==> src/rtl/ca_run_ctrl.sv <==
// rtl/ca_run_ctrl.sv - run sequencer for a 1D cellular-automaton array
//
// Latches a run configuration on start, loads the seed into the external
// array, then alternates EMIT (stream one generation) and STEP (advance the
// array by one generation) until the last generation has been accepted.
// Whenever the array is not being loaded or stepped it is frozen by feeding
// its own output back through the set_state path.
//
// Optional build macro: CA_RUN_FIXPOINT_EN
//   When defined, the run also ends early once a generation equals the one
//   before it (the automaton has reached a fixed point).
//
// Ports:
//   clk, rst          clock and synchronous active-high reset
//   start             run request, sampled only while idle
//   rule_in, seed, gens, wrap, left_fix, right_fix
//                     run configuration, latched on an accepted start
//   busy, done        run in progress / one-cycle end-of-run pulse
//   ca_rule, ca_left, ca_right, ca_state, ca_set_state
//                     control of the external CA array
//   ca_out            current array state
//   gen_data, gen_index, gen_last, gen_valid, gen_ready
//                     generation stream (valid/ready handshake)
module ca_run_ctrl #(
    parameter int WIDTH = 32,
    parameter int GEN_W = 16
) (
    input  logic             clk,
    input  logic             rst,
    input  logic             start,
    input  logic [7:0]       rule_in,
    input  logic [WIDTH-1:0] seed,
    input  logic [GEN_W-1:0] gens,
    input  logic             wrap,
    input  logic             left_fix,
    input  logic             right_fix,
    output logic             busy,
    output logic             done,
    output logic [7:0]       ca_rule,
    output logic             ca_left,
    output logic             ca_right,
    output logic [WIDTH-1:0] ca_state,
    output logic             ca_set_state,
    input  logic [WIDTH-1:0] ca_out,
    output logic [WIDTH-1:0] gen_data,
    output logic [GEN_W-1:0] gen_index,
    output logic             gen_last,
    output logic             gen_valid,
    input  logic             gen_ready
);

    typedef enum logic [2:0] {
        S_IDLE,
        S_LOAD,
        S_EMIT,
        S_STEP,
        S_DONE
    } state_t;

    state_t state, state_nx;

    logic [7:0]       rule_q;
    logic [WIDTH-1:0] seed_q;
    logic [GEN_W-1:0] gens_q;
    logic             wrap_q;
    logic             left_fix_q;
    logic             right_fix_q;
    logic [GEN_W-1:0] cnt;
    logic             last_cond;

`ifdef CA_RUN_FIXPOINT_EN
    // Array state captured just before each step; compared against the
    // freshly stepped state to detect a fixed point.
    logic [WIDTH-1:0] prev_q;
    logic             fix_hit;

    assign fix_hit = (cnt != '0) && (ca_out == prev_q);
`endif

    // Compare happens on the current cnt before STEP increments it, so the
    // all-ones gens value terminates without the counter ever wrapping.
`ifdef CA_RUN_FIXPOINT_EN
    assign last_cond = (cnt == gens_q) || fix_hit;
`else
    assign last_cond = (cnt == gens_q);
`endif

    always_ff @(posedge clk) begin
        if (rst) begin
            state       <= S_IDLE;
            rule_q      <= '0;
            seed_q      <= '0;
            gens_q      <= '0;
            wrap_q      <= 1'b0;
            left_fix_q  <= 1'b0;
            right_fix_q <= 1'b0;
            cnt         <= '0;
`ifdef CA_RUN_FIXPOINT_EN
            prev_q      <= '0;
`endif
        end else begin
            state <= state_nx;
            case (state)
                S_IDLE: begin
                    if (start) begin
                        rule_q      <= rule_in;
                        seed_q      <= seed;
                        gens_q      <= gens;
                        wrap_q      <= wrap;
                        left_fix_q  <= left_fix;
                        right_fix_q <= right_fix;
                    end
                end
                S_LOAD: cnt <= '0;
                S_STEP: begin
                    cnt <= cnt + 1'b1;
`ifdef CA_RUN_FIXPOINT_EN
                    prev_q <= ca_out;
`endif
                end
                default: ;
            endcase
        end
    end

    always_comb begin
        state_nx     = state;
        busy         = 1'b1;
        done         = 1'b0;
        ca_set_state = 1'b1;
        ca_state     = ca_out;
        gen_valid    = 1'b0;
        gen_last     = 1'b0;
        gen_index    = '0;

        case (state)
            S_IDLE: begin
                busy = 1'b0;
                if (start) state_nx = S_LOAD;
            end
            S_LOAD: begin
                ca_state = seed_q;
                state_nx = S_EMIT;
            end
            S_EMIT: begin
                gen_valid = 1'b1;
                gen_index = cnt;
                gen_last  = last_cond;
                if (gen_ready) state_nx = last_cond ? S_DONE : S_STEP;
            end
            S_STEP: begin
                ca_set_state = 1'b0;
                state_nx     = S_EMIT;
            end
            S_DONE: begin
                done     = 1'b1;
                state_nx = S_IDLE;
            end
            default: state_nx = S_IDLE;
        endcase
    end

    assign ca_rule  = rule_q;
    assign ca_left  = wrap_q ? ca_out[WIDTH-1] : left_fix_q;
    assign ca_right = wrap_q ? ca_out[0]       : right_fix_q;
    assign gen_data = ca_out;

endmodule

==> config.mk <==
export PLATFORM = sky130hd
export DESIGN_NAME = ca_run_ctrl
export DESIGN_NICKNAME = d
export VERILOG_FILES = /design/src/rtl/ca_run_ctrl.sv
export SDC_FILE = /design/constraint.sdc
export NUM_CORES = 1
export LEC_CHECK = 0
export CAP_MARGIN = 20
export CELL_PAD_IN_SITES_DETAIL_PLACEMENT = 0
export CELL_PAD_IN_SITES_GLOBAL_PLACEMENT = 1
export CORE_MARGIN = 2
export CORE_UTILIZATION = 25
export DETAILED_ROUTE_END_ITERATION = 6
export GPL_TIMING_DRIVEN = 0
export PLACE_DENSITY = 0.79
export SYNTH_ARGS = -nofsm -noshare
export SYNTH_HDL_FRONTEND = slang
export SYNTH_SLANG_ARGS = --single-unit
==> constraint.sdc <==
create_clock -name clk -period 1.7 [get_ports clk]
set_input_delay 0.255 -clock clk [delete_from_list [all_inputs] [get_ports clk]]
set_output_delay 0.255 -clock clk [all_outputs]
set_load 0.01 [all_outputs]
# After elaboration in Yosys (flattened, before gate mapping)
# Cells that the tools add are included.
# op_classes
n_addsub	1
n_eq_ne	7
mux	14
n_reduce_logical	5
# op_table
cell	n
$mux W32	1
$pmux W16 S2	1
$add A16 B1 Y16 const B	1
$eq A16 B16 Y1	1
$mux W16	1
$mux W3	3
$pmux W3 S3	1
$mux W1	7
$eq A3 B2 Y1 const B	2
$ne A2 B2 Y1 const B	2
$reduce_and A2 Y1	2
$eq A3 B1 Y1 const B	1
$eq A3 B3 Y1 const B	1
$logic_not A3 Y1	1
$reduce_bool A2 Y1	1
$reduce_or A2 Y1	1
# totals
reg_bits	78
inputBits	95
output_inout_bits	95
elab_cells	35

# Depth between registers and ports, before layout
# logic_depth
word_depth	4
ltp_mapped	8
ltp_nobuf	5

# Worst setup path before layout
# OpenSTA, ideal clock, no wires.
# synth_timing
path_kind	reg2out
startpoint	register state[2]
endpoint	output port ca_state[10]
t_arrival_ns	1.399
required_ns	1.445
slack_ns	0.046
stages_incl_launch_ff	5
path_buffers	2
path_cell_list	dfxtp_1 buf_2 nor3b_2 buf_2 mux2_2
# synth_via
elab_chain_cells	2
# synth_lines
element	line	rtl
start: declaration	60	state_t state, state_nx;
start signal: assignment	102	state <= state_nx;
$eq A3 B1 Y1	136	case (state)
$mux W32	136	
end: declaration	42	output logic [WIDTH-1:0] ca_state,
# No other way between the ends.

# Worst setup path after layout
# layout_timing
startpoint	register state[0]
endpoint	output port ca_state[10]
# Same word-level chain as after synthesis.

==> flow_summary.yaml <==
run_status:
  run_status: "finished with violations"
  violations: "negative setup slack"
clocking:
  worstSkewPairLatency_ns: 0.34
  clock_sink_count: 78
  holdBufCountCts: 0
  cts_tree: "done"
  cts_buffers: 9
  cts_buffer_depth: 2
  htreeDepth: 3
  cts_root_buf: "clkbuf_16"
  path_clk_slew_ns: 0.06
worst_setup_path:
  r2r_cells: 9
  path_cells: "nor3b_4, buf_6, buf_8, buf_6, mux2_4, buf_6"
  critical_path.top_delay_family: "buffers and inverters"
  cpPeakStageDelay_ns: 0.37
  cpMaxStageDelayCell: "dfxtp_4"
  crit_required_ns: 1.44
  r2r_slack_ns: 0.03
  critPathKind: "flip-flop to primary output"
  worst_setup_path_start_kind: "flip-flop"
  critical_path_buf_inv_count: 4
  cp_max_fo: 5
  arrival_ns: 1.75
  path_common_cell: "buf_6"
  endpoint_kind: "primary output"
  crit-reg2reg-launch: "cnt[3]$_SDFFE_PP0P_"
  cp_num_cells: 6
  r2r-end: "cnt[14]$_SDFFE_PP0P_"
routing:
  wl_per_cell_um: 14.71
  drtIter0Drc: 117
  vias: 3928
  dr.pass1.iters: 4
  drc: 0
  wirelength_mm: 13.14
  ant_nets: 0
  vias_per_cell: 4.399
timing:
  skew_ns: 0.005978
  layout_setup_ws_ns: -0.3099
  hold_viol_final: 0
  slew_headroom_pct: 65.16
  whs_ns: 0.4540
  rsz0062_at_grt: "true"
  final.min_clock_period_ns: 2.010
  max_freq_mhz: 497.5
  finalSetupViolCount: 43
  drv_slew: 0
  tightest_slew_ns: 0.5226
  tns_ns: -9.117
  period_share_pct: 118.2
power:
  p_seq_share_pct: 35.1
  p_int_w: 0.004271
  net-switching-power_w: 0.001544
  pwr-share-clk_pct: 36.1
  vdd_ir_drop_max_mv: 0.5917
  swShare_pct: 26.56
  powerDensity_mw_per_mm2: 822.6
  combPwrFrac_pct: 28.8
  leakagePower_nw: 2.913
synth:
  syn_nets: 563
  synth_area_per_cell_um2: 8.158
  yosysUniqueCellTypes: 31
  synthesis.area_mm2: 0.003810
  synth-main-ff-cell: "dfxtp_1"
  yosys_warnings: 0
  async_flop_share_pct: 0
  synth-edff-count: 0
  ys_seq_area_share_pct: 40.99
  ys_ff_latch: 78
  netlist_instances: 467
final_layout:
  n_antenna_cell: 0
  layout-drive-gt1-share_pct: 32.91
  layout.nets: 796
  syn2layout_area_growth_pct: 85.55
  nFillCells: 1438
  final_util_pct: 47.02
  final_cells: 893
  design_area_mm2: 0.007069
grt:
  grt.total_usage_pct: 16.22
  first_global_vias: 4140
  antenna_found_initial: 0
  overflow: 0
  grt_pass1_wl_mm: 20.66
  grt_max_degree: 14
place:
  placed_area_mm2: 0.005937
  port_buffers: 189
  dpl.hpwl_mm: 9.496
  gp_congestion: 0.7800
  dp_cells: 844
worst_hold_path:
  min_to: "seed_q[11]$_SDFFE_PP0P_"
  hp-start: "seed_q[11]$_SDFFE_PP0P_"
  hold_path_class: "flip-flop to flip-flop"
  hold-path-cell-count: 2
flow_run:
  cap_violations: 0
floorplanning:
  die_h_um: 127.5
  io_pins: 190
  core_mm2: 0.01503
  std_cell_rows: 45
  die_width_um: 127.5
  start_util_pct: 25.34
  fp.dieArea_mm2: 0.01624
## area by class of cell
type	count	area, µm²	area share [%]
multi-input combinational	323	2160	30.55
tap	188	235.2	3.327
inverter	3	11.26	0.1593
clock inverter	5	82.58	1.168
sequential	78	1595	22.57
timing repair buffer	228	2331	32.97
clock buffer	11	242.7	3.434
buffer	57	411.6	5.823
## registers in the layout, indices dropped and copies added, names as in the netlist
signal       count
state            3
ca_rule          8
seed_q          32
cnt             16
gens_q          16
left_fix_q       1
wrap_q           1
right_fix_q      1
## how the worst max path moves through the flow
stage                                from  slack, ns      endpoint
floorplan           state[2]$_SDFFE_PP0P_       0.05  ca_state[10]
global placement    state[0]$_SDFFE_PP0P_      -0.91   ca_state[9]
detailed placement  state[0]$_SDFFE_PP0P_      -0.94   ca_state[9]
CTS                 state[0]$_SDFFE_PP0P_      -0.39  ca_state[25]
global route        state[0]$_SDFFE_PP0P_      -0.38  ca_state[10]
finish              state[0]$_SDFFE_PP0P_      -0.31  ca_state[10]
## power by group through the flow
stage / combinational [W] / sequential, W / clock, W
2_1_floorplan: 0.000639 / 0.00206 / 0
3_3_place_gp: 0.00132 / 0.00207 / 0
3_5_place_dp: 0.00133 / 0.00208 / 0
4_1_cts: 0.00172 / 0.00204 / 0.00217
5_1_grt: 0.00181 / 0.00206 / 0.00225
6_report: 0.00167 / 0.00204 / 0.00210
## synthesized netlist by cell type (2+ instances only)
master,instances,area [µm²]
clkbuf_1,17,63.81
a21oi_1,64,320.3
inv_1,3,11.26
o21ai_0,6,30.03
or3_1,4,25.02
xnor2_1,18,157.7
nand2_1,126,473.0
and4_1,2,17.52
and4b_1,3,30.03
nor3b_1,2,15.01
buf_2,12,60.06
dfxtp_1,78,1562
nand3_1,4,20.02
nand4_1,9,56.30
xor2_1,8,70.07
buf_4,34,255.2
and2_1,19,118.9
mux2_2,34,382.9
nor2_1,12,45.04
## metrics by stage
| step | power [W] | setup WS (ns) |
|---|---|---|
| detailed placement | 0.003409 | -0.9367 |
| floorplan | 0.002695 | 0.04624 |
| global placement | 0.003393 | -0.9080 |
| global route | 0.006113 | -0.3799 |
| finish | 0.005815 | -0.3099 |
| CTS | 0.005925 | -0.3874 |
## cell families (layout without fill, tap and decap cells)
| family | Yosys count | count (layout) | share of synthesized area (%) |
|---|---|---|---|
| AND/OR/NAND/NOR | 189 | 189 | 22.69 |
| flip-flops | 78 | 78 | 40.99 |
| AO/OA/AOI/OAI | 73 | 73 | 9.721 |
| buffers and inverters | 66 | 304 | 10.25 |
| multiplexers | 34 | 34 | 10.05 |
| XOR/XNOR | 26 | 26 | 5.977 |
| adder cells (fa/ha/maj) | 1 | 1 | 0.3284 |
## worst min-delay path, stage by stage (launching register included)
cell and delay [ns]:
dfxtp_1 0.31, nand2_1 0.05, a21oi_1 0.05
## placed cells by master (no fill, tap or decap), types with 3 or more instances in the layout
master | synthesis | routed
clkdlybuf4s50_1 | 0 | 130
nand2_1 | 126 | 125
buf_6 | 0 | 69
a21oi_1 | 64 | 64
dfxtp_1 | 78 | 63
buf_4 | 34 | 51
mux2_4 | 0 | 32
and2_4 | 0 | 16
xnor2_1 | 18 | 14
clkbuf_1 | 17 | 12
nor2_1 | 12 | 12
nand4_1 | 9 | 9
clkbuf_16 | 0 | 9
dfxtp_2 | 0 | 9
xor2_1 | 8 | 8
o21ai_0 | 6 | 6
dfxtp_4 | 0 | 6
dlygate4sd2_1 | 0 | 5
buf_8 | 0 | 4
clkbuf_4 | 0 | 4
or3_1 | 4 | 4
inv_1 | 3 | 3
and2_1 | 19 | 3
nand3_1 | 4 | 3
buf_2 | 12 | 3
clkinvlp_4 | 0 | 3
dlymetal6s2s_1 | 0 | 3
## metal layers
| metal | up-vias | track usage [%] | wire [µm] |
|---|---|---|---|
| met5 | - | 0 | 0 |
| met4 | 0 | 6.076 | 235 |
| met3 | 17 | 5.193 | 826 |
| met2 | 118 | 27.62 | 6607 |
| met1 | 1815 | 19.07 | 5466 |
| li1 | 1978 | - | - |
## what timing repair did
action / in CTS / in global routing
resized for setup: 348 / 60
endpoints found under the setup margin: 133 / 117
pin swaps: 12 / 15
gates cloned: 4 / 0
setup buffers: 28 / 13
Power figures use the tool's default switching activity.
